`src/rtl/bank_arb_pkg.sv`:
```
// Shared types and helpers for the four-bank arbiter.
package bank_arb_pkg;

   localparam int NUM_BANKS  = 4;
   localparam int BANK_SEL_W = 2;

   typedef logic [BANK_SEL_W-1:0] bank_sel_t;
   typedef logic [NUM_BANKS-1:0]  bank_vec_t;

   // Requester identity; also the encoding of the round-robin pointer.
   typedef enum logic {
      PORT_A = 1'b0,
      PORT_B = 1'b1
   } port_id_e;

   // Response-pipe tag: which bank slot to pick read data from.
   typedef struct packed {
      logic      valid;
      bank_sel_t slot;
   } rsp_tag_t;

   // Bank select to one-hot enable: sel 00 -> 4'b1000, sel 11 -> 4'b0001.
   function automatic bank_vec_t bank_onehot(input bank_sel_t sel);
      return {1'b1, {(NUM_BANKS-1){1'b0}}} >> sel;
   endfunction

   // Bank select to bus slot index. Slot k lines up with enable bit k, so
   // slot = 3 - sel, which for a 2-bit select is the bitwise inverse.
   function automatic bank_sel_t bank_slot(input bank_sel_t sel);
      return ~sel;
   endfunction

endpackage

```
`src/rtl/bank_arbiter_if.sv`:
```
// Requester-side handshake, request and response signals for ports A and B.
interface bank_arbiter_if #(
   parameter int ADDR_WIDTH = 6,
   parameter int DATA_WIDTH = 8
);
   logic                  i_a_valid;
   logic                  i_b_valid;
   logic                  o_a_ready;
   logic                  o_b_ready;
   logic                  i_a_wr;
   logic                  i_b_wr;
   logic [ADDR_WIDTH-1:0] i_a_addr;
   logic [ADDR_WIDTH-1:0] i_b_addr;
   logic [DATA_WIDTH-1:0] i_a_wdata;
   logic [DATA_WIDTH-1:0] i_b_wdata;
   logic                  o_a_rvalid;
   logic                  o_b_rvalid;
   logic [DATA_WIDTH-1:0] o_a_rdata;
   logic [DATA_WIDTH-1:0] o_b_rdata;

   // Arbiter side.
   modport slave (
      input  i_a_valid, i_b_valid, i_a_wr, i_b_wr,
      input  i_a_addr, i_b_addr, i_a_wdata, i_b_wdata,
      output o_a_ready, o_b_ready,
      output o_a_rvalid, o_b_rvalid, o_a_rdata, o_b_rdata
   );

   // Requester side.
   modport master (
      output i_a_valid, i_b_valid, i_a_wr, i_b_wr,
      output i_a_addr, i_b_addr, i_a_wdata, i_b_wdata,
      input  o_a_ready, o_b_ready,
      input  o_a_rvalid, o_b_rvalid, o_a_rdata, o_b_rdata
   );
endinterface

```
`src/rtl/bank_rsp_pipe.sv`:
```
// Per-port read response pipe: two tag stages track the bank access, then the
// tagged bank's read data is captured into the port's output register.
module bank_rsp_pipe
   import bank_arb_pkg::*;
#(
   parameter int DATA_WIDTH = 8
) (
   input  logic                            i_clk,
   input  logic                            i_rst_n,
   input  logic                            i_push,
   input  bank_sel_t                       i_slot,
   input  logic [NUM_BANKS*DATA_WIDTH-1:0] i_bank_rdata,
   output logic                            o_rvalid,
   output logic [DATA_WIDTH-1:0]           o_rdata
);

   rsp_tag_t s1_q;
   rsp_tag_t s2_q;

   // Shift tags along with the bank access; capture data when the tag is live.
   always_ff @(posedge i_clk or negedge i_rst_n) begin
      if (!i_rst_n) begin
         s1_q     <= '0;
         s2_q     <= '0;
         o_rvalid <= 1'b0;
         o_rdata  <= '0;
      end else begin
         s1_q     <= '{valid: i_push, slot: i_slot};
         s2_q     <= s1_q;
         o_rvalid <= s2_q.valid;
         if (s2_q.valid) begin
            o_rdata <= i_bank_rdata[s2_q.slot*DATA_WIDTH +: DATA_WIDTH];
         end
      end
   end

endmodule

```
`src/rtl/bank_arbiter.sv`:
```
// Two-port arbiter/sequencer for four single-port banks: decodes the bank
// from the top address bits, resolves same-bank conflicts round-robin and
// drives registered per-bank commands; read data returns after 3 cycles.
module bank_arbiter
   import bank_arb_pkg::*;
#(
   parameter int ADDR_WIDTH = 6,
   parameter int DATA_WIDTH = 8,
   parameter int CNT_WIDTH  = 16
) (
   input  logic                                       i_clk,
   input  logic                                       i_rst_n,
   bank_arbiter_if.slave                              req,
   output logic [NUM_BANKS-1:0]                       o_bank_en,
   output logic [NUM_BANKS-1:0]                       o_bank_we,
   output logic [NUM_BANKS*(ADDR_WIDTH-BANK_SEL_W)-1:0] o_bank_addr,
   output logic [NUM_BANKS*DATA_WIDTH-1:0]            o_bank_wdata,
   input  logic [NUM_BANKS*DATA_WIDTH-1:0]            i_bank_rdata,
   output logic [CNT_WIDTH-1:0]                       o_conflict_cnt
);

   localparam int WORD_W = ADDR_WIDTH - BANK_SEL_W;

   bank_sel_t a_sel;
   bank_sel_t b_sel;
   logic      conflict;
   logic      a_acc;
   logic      b_acc;
   bank_vec_t a_hit;
   bank_vec_t b_hit;
   port_id_e  prio_q;
   port_id_e  prio_d;

   assign a_sel    = req.i_a_addr[ADDR_WIDTH-1 -: BANK_SEL_W];
   assign b_sel    = req.i_b_addr[ADDR_WIDTH-1 -: BANK_SEL_W];
   assign conflict = req.i_a_valid & req.i_b_valid & (a_sel == b_sel);
   assign a_acc    = req.i_a_valid & req.o_a_ready;
   assign b_acc    = req.i_b_valid & req.o_b_ready;
   assign a_hit    = a_acc ? bank_onehot(a_sel) : '0;
   assign b_hit    = b_acc ? bank_onehot(b_sel) : '0;

   // Priority pointer register.
   always_ff @(posedge i_clk or negedge i_rst_n) begin
      // NOTE: non-blocking assignment so every flop samples pre-edge values.
      if (!i_rst_n) prio_q <= PORT_A;
      else          prio_q <= prio_d;
   end

   // Next priority: a conflict hands priority to the port that just lost.
   always_comb begin
      // NOTE: default first so every path assigns prio_d and no latch forms.
      prio_d = prio_q;
      if (conflict) prio_d = (prio_q == PORT_A) ? PORT_B : PORT_A;
   end

   // Ready outputs: only the losing side of a conflict is held off.
   always_comb begin
      req.o_a_ready = !(conflict && prio_q == PORT_B);
      req.o_b_ready = !(conflict && prio_q == PORT_A);
   end

   // Per-bank command registers; at most one port hits a given bank.
   always_ff @(posedge i_clk or negedge i_rst_n) begin
      if (!i_rst_n) begin
         // NOTE: address/data registers are reset as well, so the bank bus
         // is all-zero after reset rather than holding stale values.
         o_bank_en    <= '0;
         o_bank_we    <= '0;
         o_bank_addr  <= '0;
         o_bank_wdata <= '0;
      end else begin
         for (int k = 0; k < NUM_BANKS; k++) begin
            o_bank_en[k] <= a_hit[k] | b_hit[k];
            o_bank_we[k] <= (a_hit[k] & req.i_a_wr) | (b_hit[k] & req.i_b_wr);
            if (a_hit[k]) begin
               o_bank_addr[k*WORD_W +: WORD_W]         <= req.i_a_addr[WORD_W-1:0];
               o_bank_wdata[k*DATA_WIDTH +: DATA_WIDTH] <= req.i_a_wdata;
            end else if (b_hit[k]) begin
               o_bank_addr[k*WORD_W +: WORD_W]         <= req.i_b_addr[WORD_W-1:0];
               o_bank_wdata[k*DATA_WIDTH +: DATA_WIDTH] <= req.i_b_wdata;
            end
         end
      end
   end

   // Saturating count of conflict cycles.
   always_ff @(posedge i_clk or negedge i_rst_n) begin
      if (!i_rst_n) begin
         o_conflict_cnt <= '0;
      end else if (conflict && o_conflict_cnt != '1) begin
         o_conflict_cnt <= o_conflict_cnt + 1'b1;
      end
   end

   bank_rsp_pipe #(.DATA_WIDTH(DATA_WIDTH)) u_a_rsp (
      .i_clk        (i_clk),
      .i_rst_n      (i_rst_n),
      .i_push       (a_acc & ~req.i_a_wr),
      .i_slot       (bank_slot(a_sel)),
      .i_bank_rdata (i_bank_rdata),
      .o_rvalid     (req.o_a_rvalid),
      .o_rdata      (req.o_a_rdata)
   );

   bank_rsp_pipe #(.DATA_WIDTH(DATA_WIDTH)) u_b_rsp (
      .i_clk        (i_clk),
      .i_rst_n      (i_rst_n),
      .i_push       (b_acc & ~req.i_b_wr),
      .i_slot       (bank_slot(b_sel)),
      .i_bank_rdata (i_bank_rdata),
      .o_rvalid     (req.o_b_rvalid),
      .o_rdata      (req.o_b_rdata)
   );

endmodule

```
`src/flat_wrapper.sv`:
```
// flat-port wrapper written by rule: the top's interface ports become plain ports
module bank_arbiter_flat import bank_arb_pkg::*;
#(
   parameter int ADDR_WIDTH = 6,
   parameter int DATA_WIDTH = 8,
   parameter int CNT_WIDTH  = 16
)
  (i_clk, i_rst_n, o_bank_en, o_bank_we, o_bank_addr, o_bank_wdata, i_bank_rdata, o_conflict_cnt, req_i_a_valid, req_i_b_valid, req_i_a_wr, req_i_b_wr, req_i_a_addr, req_i_b_addr, req_i_a_wdata, req_i_b_wdata, req_o_a_ready, req_o_b_ready, req_o_a_rvalid, req_o_b_rvalid, req_o_a_rdata, req_o_b_rdata);
  bank_arbiter_if #(.ADDR_WIDTH(ADDR_WIDTH), .DATA_WIDTH(DATA_WIDTH)) req_i ();
  input  logic i_clk;
  input  logic i_rst_n;
  output logic [NUM_BANKS-1:0] o_bank_en;
  output logic [NUM_BANKS-1:0] o_bank_we;
  output logic [NUM_BANKS*(ADDR_WIDTH-BANK_SEL_W)-1:0] o_bank_addr;
  output logic [NUM_BANKS*DATA_WIDTH-1:0] o_bank_wdata;
  input  logic [NUM_BANKS*DATA_WIDTH-1:0] i_bank_rdata;
  output logic [CNT_WIDTH-1:0] o_conflict_cnt;
  input wire logic [$bits(req_i.i_a_valid)-1:0] req_i_a_valid;
  input wire logic [$bits(req_i.i_b_valid)-1:0] req_i_b_valid;
  input wire logic [$bits(req_i.i_a_wr)-1:0] req_i_a_wr;
  input wire logic [$bits(req_i.i_b_wr)-1:0] req_i_b_wr;
  input wire logic [$bits(req_i.i_a_addr)-1:0] req_i_a_addr;
  input wire logic [$bits(req_i.i_b_addr)-1:0] req_i_b_addr;
  input wire logic [$bits(req_i.i_a_wdata)-1:0] req_i_a_wdata;
  input wire logic [$bits(req_i.i_b_wdata)-1:0] req_i_b_wdata;
  output wire logic [$bits(req_i.o_a_ready)-1:0] req_o_a_ready;
  output wire logic [$bits(req_i.o_b_ready)-1:0] req_o_b_ready;
  output wire logic [$bits(req_i.o_a_rvalid)-1:0] req_o_a_rvalid;
  output wire logic [$bits(req_i.o_b_rvalid)-1:0] req_o_b_rvalid;
  output wire logic [$bits(req_i.o_a_rdata)-1:0] req_o_a_rdata;
  output wire logic [$bits(req_i.o_b_rdata)-1:0] req_o_b_rdata;
  assign req_i.i_a_valid = req_i_a_valid;
  assign req_i.i_b_valid = req_i_b_valid;
  assign req_i.i_a_wr = req_i_a_wr;
  assign req_i.i_b_wr = req_i_b_wr;
  assign req_i.i_a_addr = req_i_a_addr;
  assign req_i.i_b_addr = req_i_b_addr;
  assign req_i.i_a_wdata = req_i_a_wdata;
  assign req_i.i_b_wdata = req_i_b_wdata;
  assign req_o_a_ready = req_i.o_a_ready;
  assign req_o_b_ready = req_i.o_b_ready;
  assign req_o_a_rvalid = req_i.o_a_rvalid;
  assign req_o_b_rvalid = req_i.o_b_rvalid;
  assign req_o_a_rdata = req_i.o_a_rdata;
  assign req_o_b_rdata = req_i.o_b_rdata;
  bank_arbiter #(.ADDR_WIDTH(ADDR_WIDTH), .DATA_WIDTH(DATA_WIDTH), .CNT_WIDTH(CNT_WIDTH)) u_core (.i_clk(i_clk), .i_rst_n(i_rst_n), .req(req_i), .o_bank_en(o_bank_en), .o_bank_we(o_bank_we), .o_bank_addr(o_bank_addr), .o_bank_wdata(o_bank_wdata), .i_bank_rdata(i_bank_rdata), .o_conflict_cnt(o_conflict_cnt));
endmodule
```
`config.mk`:
```
export PLATFORM = sky130hd
export DESIGN_NAME = bank_arbiter_flat
export DESIGN_NICKNAME = d
export VERILOG_FILES = /design/src/rtl/bank_arb_pkg.sv /design/src/rtl/bank_arbiter_if.sv /design/src/rtl/bank_rsp_pipe.sv /design/src/rtl/bank_arbiter.sv /design/src/flat_wrapper.sv
export SDC_FILE = /design/constraint.sdc
export NUM_CORES = 1
export LEC_CHECK = 0
export BUFFER_PORTS_ARGS = -buffer_cell sky130_fd_sc_hd__buf_2
export CORE_MARGIN = 4
export CORE_UTILIZATION = 51
export CTS_CLUSTER_SIZE = 16
export DETAILED_ROUTE_END_ITERATION = 8
export PLACE_DENSITY = 0.92
export SLEW_MARGIN = 25
export SYNTH_ARGS = -nofsm -noshare
export SYNTH_HDL_FRONTEND = slang
export SYNTH_HIERARCHICAL = 1
export SYNTH_SLANG_ARGS = --single-unit
```
`constraint.sdc`:
```
create_clock -name i_clk -period 2.7 [get_ports i_clk]
set_clock_uncertainty 0.2 [all_clocks]
set_input_delay 0.54 -clock i_clk [delete_from_list [all_inputs] [get_ports i_clk]]
set_output_delay 0.54 -clock i_clk [all_outputs]
set_load 0.05 [all_outputs]
```
# Word-level counts from Yosys, hierarchy flattened
# Index checks and enable logic that the tools add are counted.
# word_totals
register_bits	103
mem_bits_ro	0
mem_bits_rw	0
mem_count	0
output_inout_bits	92
inputBits	66
latch_bits	0
# op_classes
bitwise_logic	27
addsub	1
div	0
eq_ne	2
reduce_logical	9
shift	4
order_cmp	0
mul	0
n_mux	19
# ops
operator	count
8-bit 2-to-1 mux	8
32-bit by 6-bit indexed part select with 8-bit output	2
4-bit 2-to-1 mux	10
16-bit by 1-bit adder with 16-bit output, second input constant	1
16-bit != test, second input constant	1
1-bit bitwise AND	14
1-bit bitwise OR	8
2-bit nonzero test	4
4-bit by 2-bit right shift with 4-bit output, first input constant	2
2-bit NOT	2
1-bit logical AND	3
1-bit NOT	3
2-bit equality test	1
1-bit zero test	2
1-bit 2-to-1 mux	1

# Longest topological paths before layout
# Gate-level depths: netlist of run 1.
# logic_depth
word_depth	8
depth_mapped	8

# Hierarchy
# The synthesis of run 1 kept the hierarchy.
# modules_own_cells
mod	seq_area_each_um2	area_per_inst_um2	cells_per_inst	instances
bank_arbiter	1826.8	3345.7	381	1
bank_rsp_pipe	375.4	700.7	52	2

# Worst setup path before layout of run 1
# OpenSTA, ideal clock, no wires.
# synth_timing
kind	input-to-reg
start	input port req_i_b_addr[4]
end	register u_core.o_bank_addr[10]
path_slack_ns	-0.012
arrival_ns	2.430
setup_ns	0.082
cell_stages	7
path_buffers	2
required_ns	2.418
cell_sequence	buf_2 > xnor2_2 > nand4_1 > nand4_1 > clkbuf_1 > nor2_1 > a31oi_1
# synth_between
elab_chain_len	7
word_cells_on_any_way	13
cone_classes	eq/ne: 1; shift: 1; mux: 3; bitwise: 3; reduce/logical: 5
# synth_rtl
element	line	text
from (decl)	flat_wrapper.sv:23	input wire logic [$bits(req_i.i_b_addr)-1:0] req_i_b_addr;
2-bit equality test (*)	bank_arbiter.sv:36	assign conflict = req.i_a_valid & req.i_b_valid & (a_sel == b_sel);
1-bit bitwise AND (*)	bank_arbiter.sv:36	
1-bit logical AND (*)	bank_arbiter.sv:58	req.o_a_ready = !(conflict && prio_q == PORT_B);
1-bit zero test (*)	bank_arbiter.sv:58	
net req_o_a_ready	flat_wrapper.sv:26	output wire logic [$bits(req_i.o_a_ready)-1:0] req_o_a_ready;
1-bit bitwise AND (*)	bank_arbiter.sv:37	assign a_acc = req.i_a_valid & req.o_a_ready;
4-bit 2-to-1 mux (*)	bank_arbiter.sv:39	assign a_hit = a_acc ? bank_onehot(a_sel) : '0;
4-bit 2-to-1 mux or 2-bit nonzero test (tied branches)	n/a	
to (signal, indexed assignment)	bank_arbiter.sv:76	o_bank_addr[k*WORD_W +: WORD_W] <= req.i_a_addr[WORD_W-1:0];
to (signal, indexed assignment)	bank_arbiter.sv:79	o_bank_addr[k*WORD_W +: WORD_W] <= req.i_b_addr[WORD_W-1:0];
to (decl)	bank_arbiter.sv:16	output logic [NUM_BANKS*(ADDR_WIDTH-BANK_SEL_W)-1:0] o_bank_addr,
# Mark *: on every way through the listed nets, which the timed path passes. The rest lies on a longest branch.
# A chain may end at the register's enable or synchronous reset.

# Worst setup path after layout of run 1
# layout_timing
start	input port req_i_b_addr[5]
end	output port req_o_b_ready
# layout_between
elab_chain_len	4
# layout_rtl
element	line	text
2-bit equality test	bank_arbiter.sv:36	
1-bit bitwise AND	bank_arbiter.sv:36	
1-bit logical AND	bank_arbiter.sv:59	req.o_b_ready = !(conflict && prio_q == PORT_A);
1-bit zero test	bank_arbiter.sv:59	
to (decl)	flat_wrapper.sv:27	output wire logic [$bits(req_i.o_b_ready)-1:0] req_o_b_ready;
# No other way between the ends.

==> flow_metrics.py, run 1 <==
metrics = {
    "logic_synthesis": {
        "yosys.area_share.simple": 0.208,
        "synth_compound_area_frac": 0.103,
        "seq_area_frac_synth": 0.543,
        "synth_flop_cell": "dfrtp_1",
        "synth_adder_area_share": 0.00264,
        "synth-xor-area-share": 0.0290,
        "syn_avg_cell_area_sq_um": 9.79,
        "synth-edff-count": 0,
        "synthesis.area_sq_mm": 0.00475,
        "syn_inst": 485,
        "synth_cell_types": 33,
        "async_flop_share": 1.00,
        "ys_seq_elements": 103,
        "yosysWarningCount": 6,
        "synthMuxAreaShare": 0.0746,
        "synth_top_family_by_area": "simple AND/OR/NAND/NOR gates",
        "synthesis.nets": 552,
    },
    "critical_path": {
        "cpPeakStageDelay_ps": 410,
        "crit_type": "primary input to output port",
        "path_delay_family": "buffers and inverters",
        "start_kind": "primary input",
        "crit_top_cell": "buf_2",
        "crit_arrival_ps": 1690,
        "cp_slowest_cell": "nand4b_1",
        "critical_path_buf_inv_count": 2,
        "worst_setup_path_end_kind": "output port",
        "worstPathMaxFanout": 12,
        "cp_data_required_time_ps": 1960,
        "worstPathCellList": "buf_2 -> xnor2_2 -> nand4b_1 -> buf_2",
    },
    "timing": {
        "setup_tns_ps": 0,
        "rsz0062_at_grt": "false",
        "slew_headroom": 0.457,
        "final-hold-violation-count": 0,
        "finalMaxSlewViolations": 0,
        "fin_crit_sh": 0.902,
        "tightestPinTransition_ps": 815,
        "setup_viol": 0,
        "hold_slack_ps": 156,
        "post-route-worst-setup-slack_ps": 265,
        "fin_crit_ps": 2430,
        "max_freq_mhz": 411,
    },
    "power": {
        "p_int_mw": 2.61,
        "swShare": 0.412,
        "p_clk_frac": 0.222,
        "power.density_mw_per_mm2": 765,
        "combPwrFrac": 0.344,
        "switchingPower_mw": 1.83,
        "pwr-share-seq": 0.435,
        "ir_drop_uv": 527,
        "power.leakage_nw": 3.00,
    },
    "clocking": {
        "clockBufferDepth": 2,
        "htree_levels": 3,
        "post-cts-setup-buffers": 0,
        "clock_latency_ps": 350,
        "cts_root_buf": "clkbuf_8",
        "numCtsBuffers": 9,
        "cts.sinks": 103,
        "cts-resized-gates": 0,
        "cts_tree": "built",
        "clk_pin_slew_ps": 90,
    },
    "global_routing": {
        "overflow": 0,
        "antenna_found_initial": 1,
        "grt_usage": 0.248,
        "grt_pass1_vias": 4315,
        "grt_max_degree": 58,
        "grt_first_pass_wirelength_um": 21800,
    },
    "drt": {
        "drcViolationCount": 0,
        "drt-total-wl_um": 13400,
        "drt_first_iter_violations": 241,
        "routedWlPerCell_um": 17.9,
        "firstDrtPassIters": 5,
        "drtAntennaViolNets": 0,
        "via_per_inst": 5.73,
        "num_vias": 4284,
    },
    "layout": {
        "syn_to_final_growth_pct": 22.3,
        "antenna_cells": 0,
        "final_core_util": 0.653,
        "mostFrequentLayoutCells": "156 x buf_2, 114 x nand2_1, 103 x dfrtp_1",
        "mostFrequentLayoutCell": "buf_2",
        "nets": 703,
        "layout-drive-gt1-share": 0.289,
        "fillers": 719,
        "final_cell_area_sq_mm": 0.00580,
    },
    "placed_design": {
        "dpl_cell_area_sq_mm": 0.00559,
        "port-buffer-count": 157,
        "routabilityCongestion": 0.953,
        "hpwl_um": 9960,
        "post-place-ws_ps": 153,
    },
    "floorplanning": {
        "die_h_um": 104,
        "initial_core_util": 0.534,
        "std_cell_rows": 34,
        "fp.dieW_um": 104,
        "core_sq_mm": 0.00889,
        "die_area_sq_mm": 0.0109,
        "io_pins": 158,
    },
    "status": {
        "status": "complete, no violations",
    },
    "worst_hold_path": {
        "hold_class": "flip-flop to flip-flop",
    },
    "run": {
        "maxCapViolations": 0,
    },
}
-- timing repair --
item / CTS / global route
hold endpoints to repair: 28 / 0
hold buffers: 1 / 0
setup endpoints to repair: 0 / 0
-- Yosys cell counts, drive strengths merged (4+ instances only) --
cell type / count / area, sq um
dfrtp: 103 / 2580
clkbuf: 11 / 41.3
nor3: 5 / 25.0
buf: 16 / 121
mux2i: 32 / 320
nor2: 57 / 214
nand2: 114 / 428
inv: 7 / 26.3
and3: 5 / 31.3
nand3: 11 / 55.1
a31oi: 48 / 300
o221ai: 16 / 140
nand2b: 20 / 125
xnor2: 4 / 50.1
xor2: 10 / 87.6
nand4: 8 / 50.1
-- stage by stage --
stage	power, mW	cells
after CTS	4.46	748
after global placement	3.44	732
after detailed placement	3.48	732
final	4.44	748
after global routing	4.65	748
after floorplan	3.02	485
-- layout make-up --
type,instances,area (sq um),area share
flip-flops and latches,103,2580,0.444
multi-input cells,348,1980,0.341
repair buffers,167,878,0.151
clock buffers,11,151,0.0261
well taps,108,135,0.0233
clock inverters,4,55.1,0.00948
inverters,7,26.3,0.00453
-- sequential cells by signal, indices dropped and copies added, names as in the netlist, 4 cells and up --
signal                  cells
u_core/o_bank_addr         16
u_core/o_bank_en            4
u_core/o_bank_wdata        32
u_core/o_bank_we            4
u_core/o_conflict_cnt      16
u_core/u_a_rsp/o_rdata      8
u_core/u_b_rsp/o_rdata      8
-- routing by layer --
metal | wire [um] | GRT usage | up-vias
met2 | 6440 | 0.397 | 210
met3 | 1080 | 0.0621 | 35
met4 | 380 | 0.0978 | 2
met1 | 5470 | 0.323 | 2060
li1 | - | - | 1977
met5 | 19 | 0 | -
-- power groups by stage --
stage / Sequential, mW / Combinational, mW / Clock (mW)
2_1_floorplan: 2.68 / 0.338 / 0
3_3_place_gp: 1.95 / 1.49 / 0
3_5_place_dp: 1.96 / 1.52 / 0
4_1_cts: 1.93 / 1.53 / 1.00
5_1_grt: 1.96 / 1.61 / 1.07
6_report: 1.93 / 1.53 / 0.984
-- final timing paths --
check | to | cells after the start | startpoint | slack [ps]
min in group asynchronous | u_core/o_bank_wdata[11] | 2 | i_rst_n | 450
worst min-delay path | u_core/u_b_rsp/s2_q[2] | 0 | u_core/u_b_rsp/s1_q[2] | 160
worst min register to register | u_core/u_b_rsp/s2_q[2] | 0 | u_core/u_b_rsp/s1_q[2] | 160
max in group asynchronous | u_core/o_conflict_cnt[6] | 3 | i_rst_n | 1220
worst max register to register | u_core/o_conflict_cnt[1] | 6 | u_core/o_conflict_cnt[0] | 460
worst max-delay path | req_o_b_ready | 4 | req_i_b_addr[5] | 270
-- cell families (layout without fill, tap and decap cells) --
kind of cell,count (synthesis),count (layout)
compound gates,70,70
xor+xnor,14,14
fa+ha+maj,1,1
buf+inv,34,189
flops,103,103
mux,35,35
simple gates,228,228
Power figures use the tool's default switching activity.
==> inputs of run 2 (changes only) <==
--- a/config.mk
+++ b/config.mk
@@ -6,11 +6,10 @@
 export NUM_CORES = 1
 export LEC_CHECK = 0
 export BUFFER_PORTS_ARGS = -buffer_cell sky130_fd_sc_hd__buf_2
-export CORE_MARGIN = 4
 export CORE_UTILIZATION = 51
 export CTS_CLUSTER_SIZE = 16
 export DETAILED_ROUTE_END_ITERATION = 8
-export PLACE_DENSITY = 0.92
+export PLACE_DENSITY = 0.91
 export SLEW_MARGIN = 25
 export SYNTH_ARGS = -nofsm -noshare
 export SYNTH_HDL_FRONTEND = slang
==> run 2 against run 1 <==
  * The flow now finishes with violations (design-rule violations)
  * Via count barely moved
  * Sequential share of layout area rose by 0.35 points
  * Die area fell by 11%
  * Critical endpoint unchanged
==> flow_metrics.py, run 2 (synthesis gave the netlist of run 1 again) <==
metrics = {
    "run": {
        "maxCapViolations": 0,
    },
    "global_routing": {
        "grt_pass1_vias": 4286,
        "grt_first_pass_wirelength_um": 20800,
        "grt_usage": 0.273,
        "overflow": 0,
        "antenna_found_initial": 0,
        "grt_max_degree": 104,
    },
    "clocking": {
        "cts_hold_buf": 0,
        "htree_levels": 3,
        "clockBufferDepth": 2,
        "cts-resized-gates": 0,
        "cts_tree": "built",
        "post-cts-setup-buffers": 0,
        "clk_pin_slew_ps": 110,
        "numCtsBuffers": 9,
        "clock_latency_ps": 350,
        "cts_root_buf": "clkbuf_8",
        "cts.sinks": 103,
    },
    "timing": {
        "setup_tns_ps": 0,
        "rsz0062_at_grt": "false",
        "tightestPinTransition_ps": 848,
        "hold_slack_ps": 42.6,
        "final-hold-violation-count": 0,
        "fin_crit_sh": 0.922,
        "finalMaxSlewViolations": 0,
        "slew_headroom": 0.435,
        "post-route-worst-setup-slack_ps": 211,
        "fin_crit_ps": 2490,
        "setup_viol": 0,
        "max_freq_mhz": 402,
    },
    "placed_design": {
        "port-buffer-count": 157,
        "routabilityCongestion": 0.924,
        "dpl.cell_count": 731,
        "hpwl_um": 9560,
        "post-place-ws_ps": 181,
    },
    "power": {
        "swShare": 0.430,
        "combPwrFrac": 0.352,
        "switchingPower_mw": 1.87,
        "power.leakage_nw": 2.98,
        "power_mw": 4.34,
        "power.density_mw_per_mm2": 754,
        "pwr-share-seq": 0.442,
        "ir_drop_uv": 683,
        "p_clk_frac": 0.206,
        "p_int_mw": 2.47,
    },
    "layout": {
        "regArea_sq_mm": 0.00258,
        "layout-drive-gt1-share": 0.290,
        "antenna_cells": 0,
        "syn_to_final_growth_pct": 21.3,
        "top_register": "u_core/o_bank_wdata",
        "largest_reg_flops": 32,
        "final_cells": 747,
        "fillers": 744,
        "nets": 701,
        "mostFrequentLayoutCells": "156 x buf_2, 114 x nand2_1, 103 x dfrtp_1",
        "mostFrequentLayoutCell": "buf_2",
        "reg.largest.list": "u_core/o_bank_wdata (32), u_core/o_bank_addr (16), u_core/o_conflict_cnt (16)",
        "multi_input_area_sq_mm": 0.00198,
    },
    "drt": {
        "drt-total-wl_um": 13100,
        "via_per_inst": 5.74,
        "num_vias": 4288,
        "drt_first_iter_violations": 272,
        "drtAntennaViolNets": 0,
        "drcViolationCount": 14,
        "routedWlPerCell_um": 17.5,
        "firstDrtPassIters": 7,
    },
    "critical_path": {
        "crit_type": "primary input to output port",
        "start_kind": "primary input",
        "reg2reg_slack_ps": 390,
        "worstPathMaxFanout": 12,
        "timing.rr.end": "u_core/o_conflict_cnt[14]",
        "crit_arrival_ps": 1750,
        "worst_setup_path_end_kind": "output port",
        "cp_data_required_time_ps": 1960,
        "r2r_cells": 6,
        "r2r_start": "u_core/o_conflict_cnt[0]",
    },
    "floorplanning": {
        "fp.dieW_um": 98.5,
        "initial_core_util": 0.536,
        "die_h_um": 98.5,
        "core_sq_mm": 0.00885,
        "std_cell_rows": 34,
        "io_pins": 158,
        "die_area_sq_mm": 0.00970,
    },
    "worst_hold_path": {
        "hold_class": "primary input to async pin",
    },
    "status": {
        "violations": "design-rule violations",
        "status": "finished, violations left",
    },
}
## run 2: power groups by stage
stage	clock [mW]	sequential (mW)	combinational, mW
6_report	0.894	1.92	1.53
5_1_grt	0.980	1.95	1.60
4_1_cts	0.911	1.92	1.53
3_5_place_dp	0	1.95	1.52
3_3_place_gp	0	1.94	1.48
2_1_floorplan	0	2.68	0.338
## run 2: per-layer routing
| metal | GRT usage | vias up | share of wire |
|---|---|---|---|
| li1 | - | 1972 | - |
| met1 | 0.349 | 2080 | 0.40 |
| met2 | 0.439 | 204 | 0.48 |
| met3 | 0.0667 | 32 | 0.082 |
| met4 | 0.131 | 0 | 0.034 |
| met5 | 0 | - | 0 |
## run 2: through the flow
step	utilization	cell area, sq um
floorplan	-	4750
global placement	0.631	5580
detailed placement	0.631	5580
CTS	0.651	5760
global route	0.651	5760
finish	0.651	5760
## run 2: layout make-up
class	instances	area share
Sequential cell	103	0.448
Tap cell	108	0.0235
Multi-Input combinational cell	348	0.344
Clock buffer	9	0.0215
Clock inverter	7	0.00956
Timing Repair Buffer	165	0.149
Inverter	7	0.00456
## run 2: worst max-delay path: stages
cell and delay, ps:
buf_2 160, xnor2_2 250, nand4b_1 420, buf_2 380
## run 2: worst max path at each step
| stage | startpoint | end | slack (ps) | depth (start not counted) |
|---|---|---|---|---|
| final | req_i_b_addr[4] | req_o_b_ready | 210 | 4 |
| after global routing | req_i_b_addr[4] | req_o_b_ready | 110 | 4 |
| after detailed placement | req_i_b_addr[4] | u_core/o_bank_addr[14] | 180 | 6 |
| after global placement | req_i_a_addr[5] | u_core/o_bank_wdata[31] | 350 | 6 |
| after CTS | req_i_b_addr[4] | req_o_b_ready | 260 | 4 |
| after floorplan | req_i_b_addr[4] | u_core/o_bank_addr[10] | 1 | 7 |
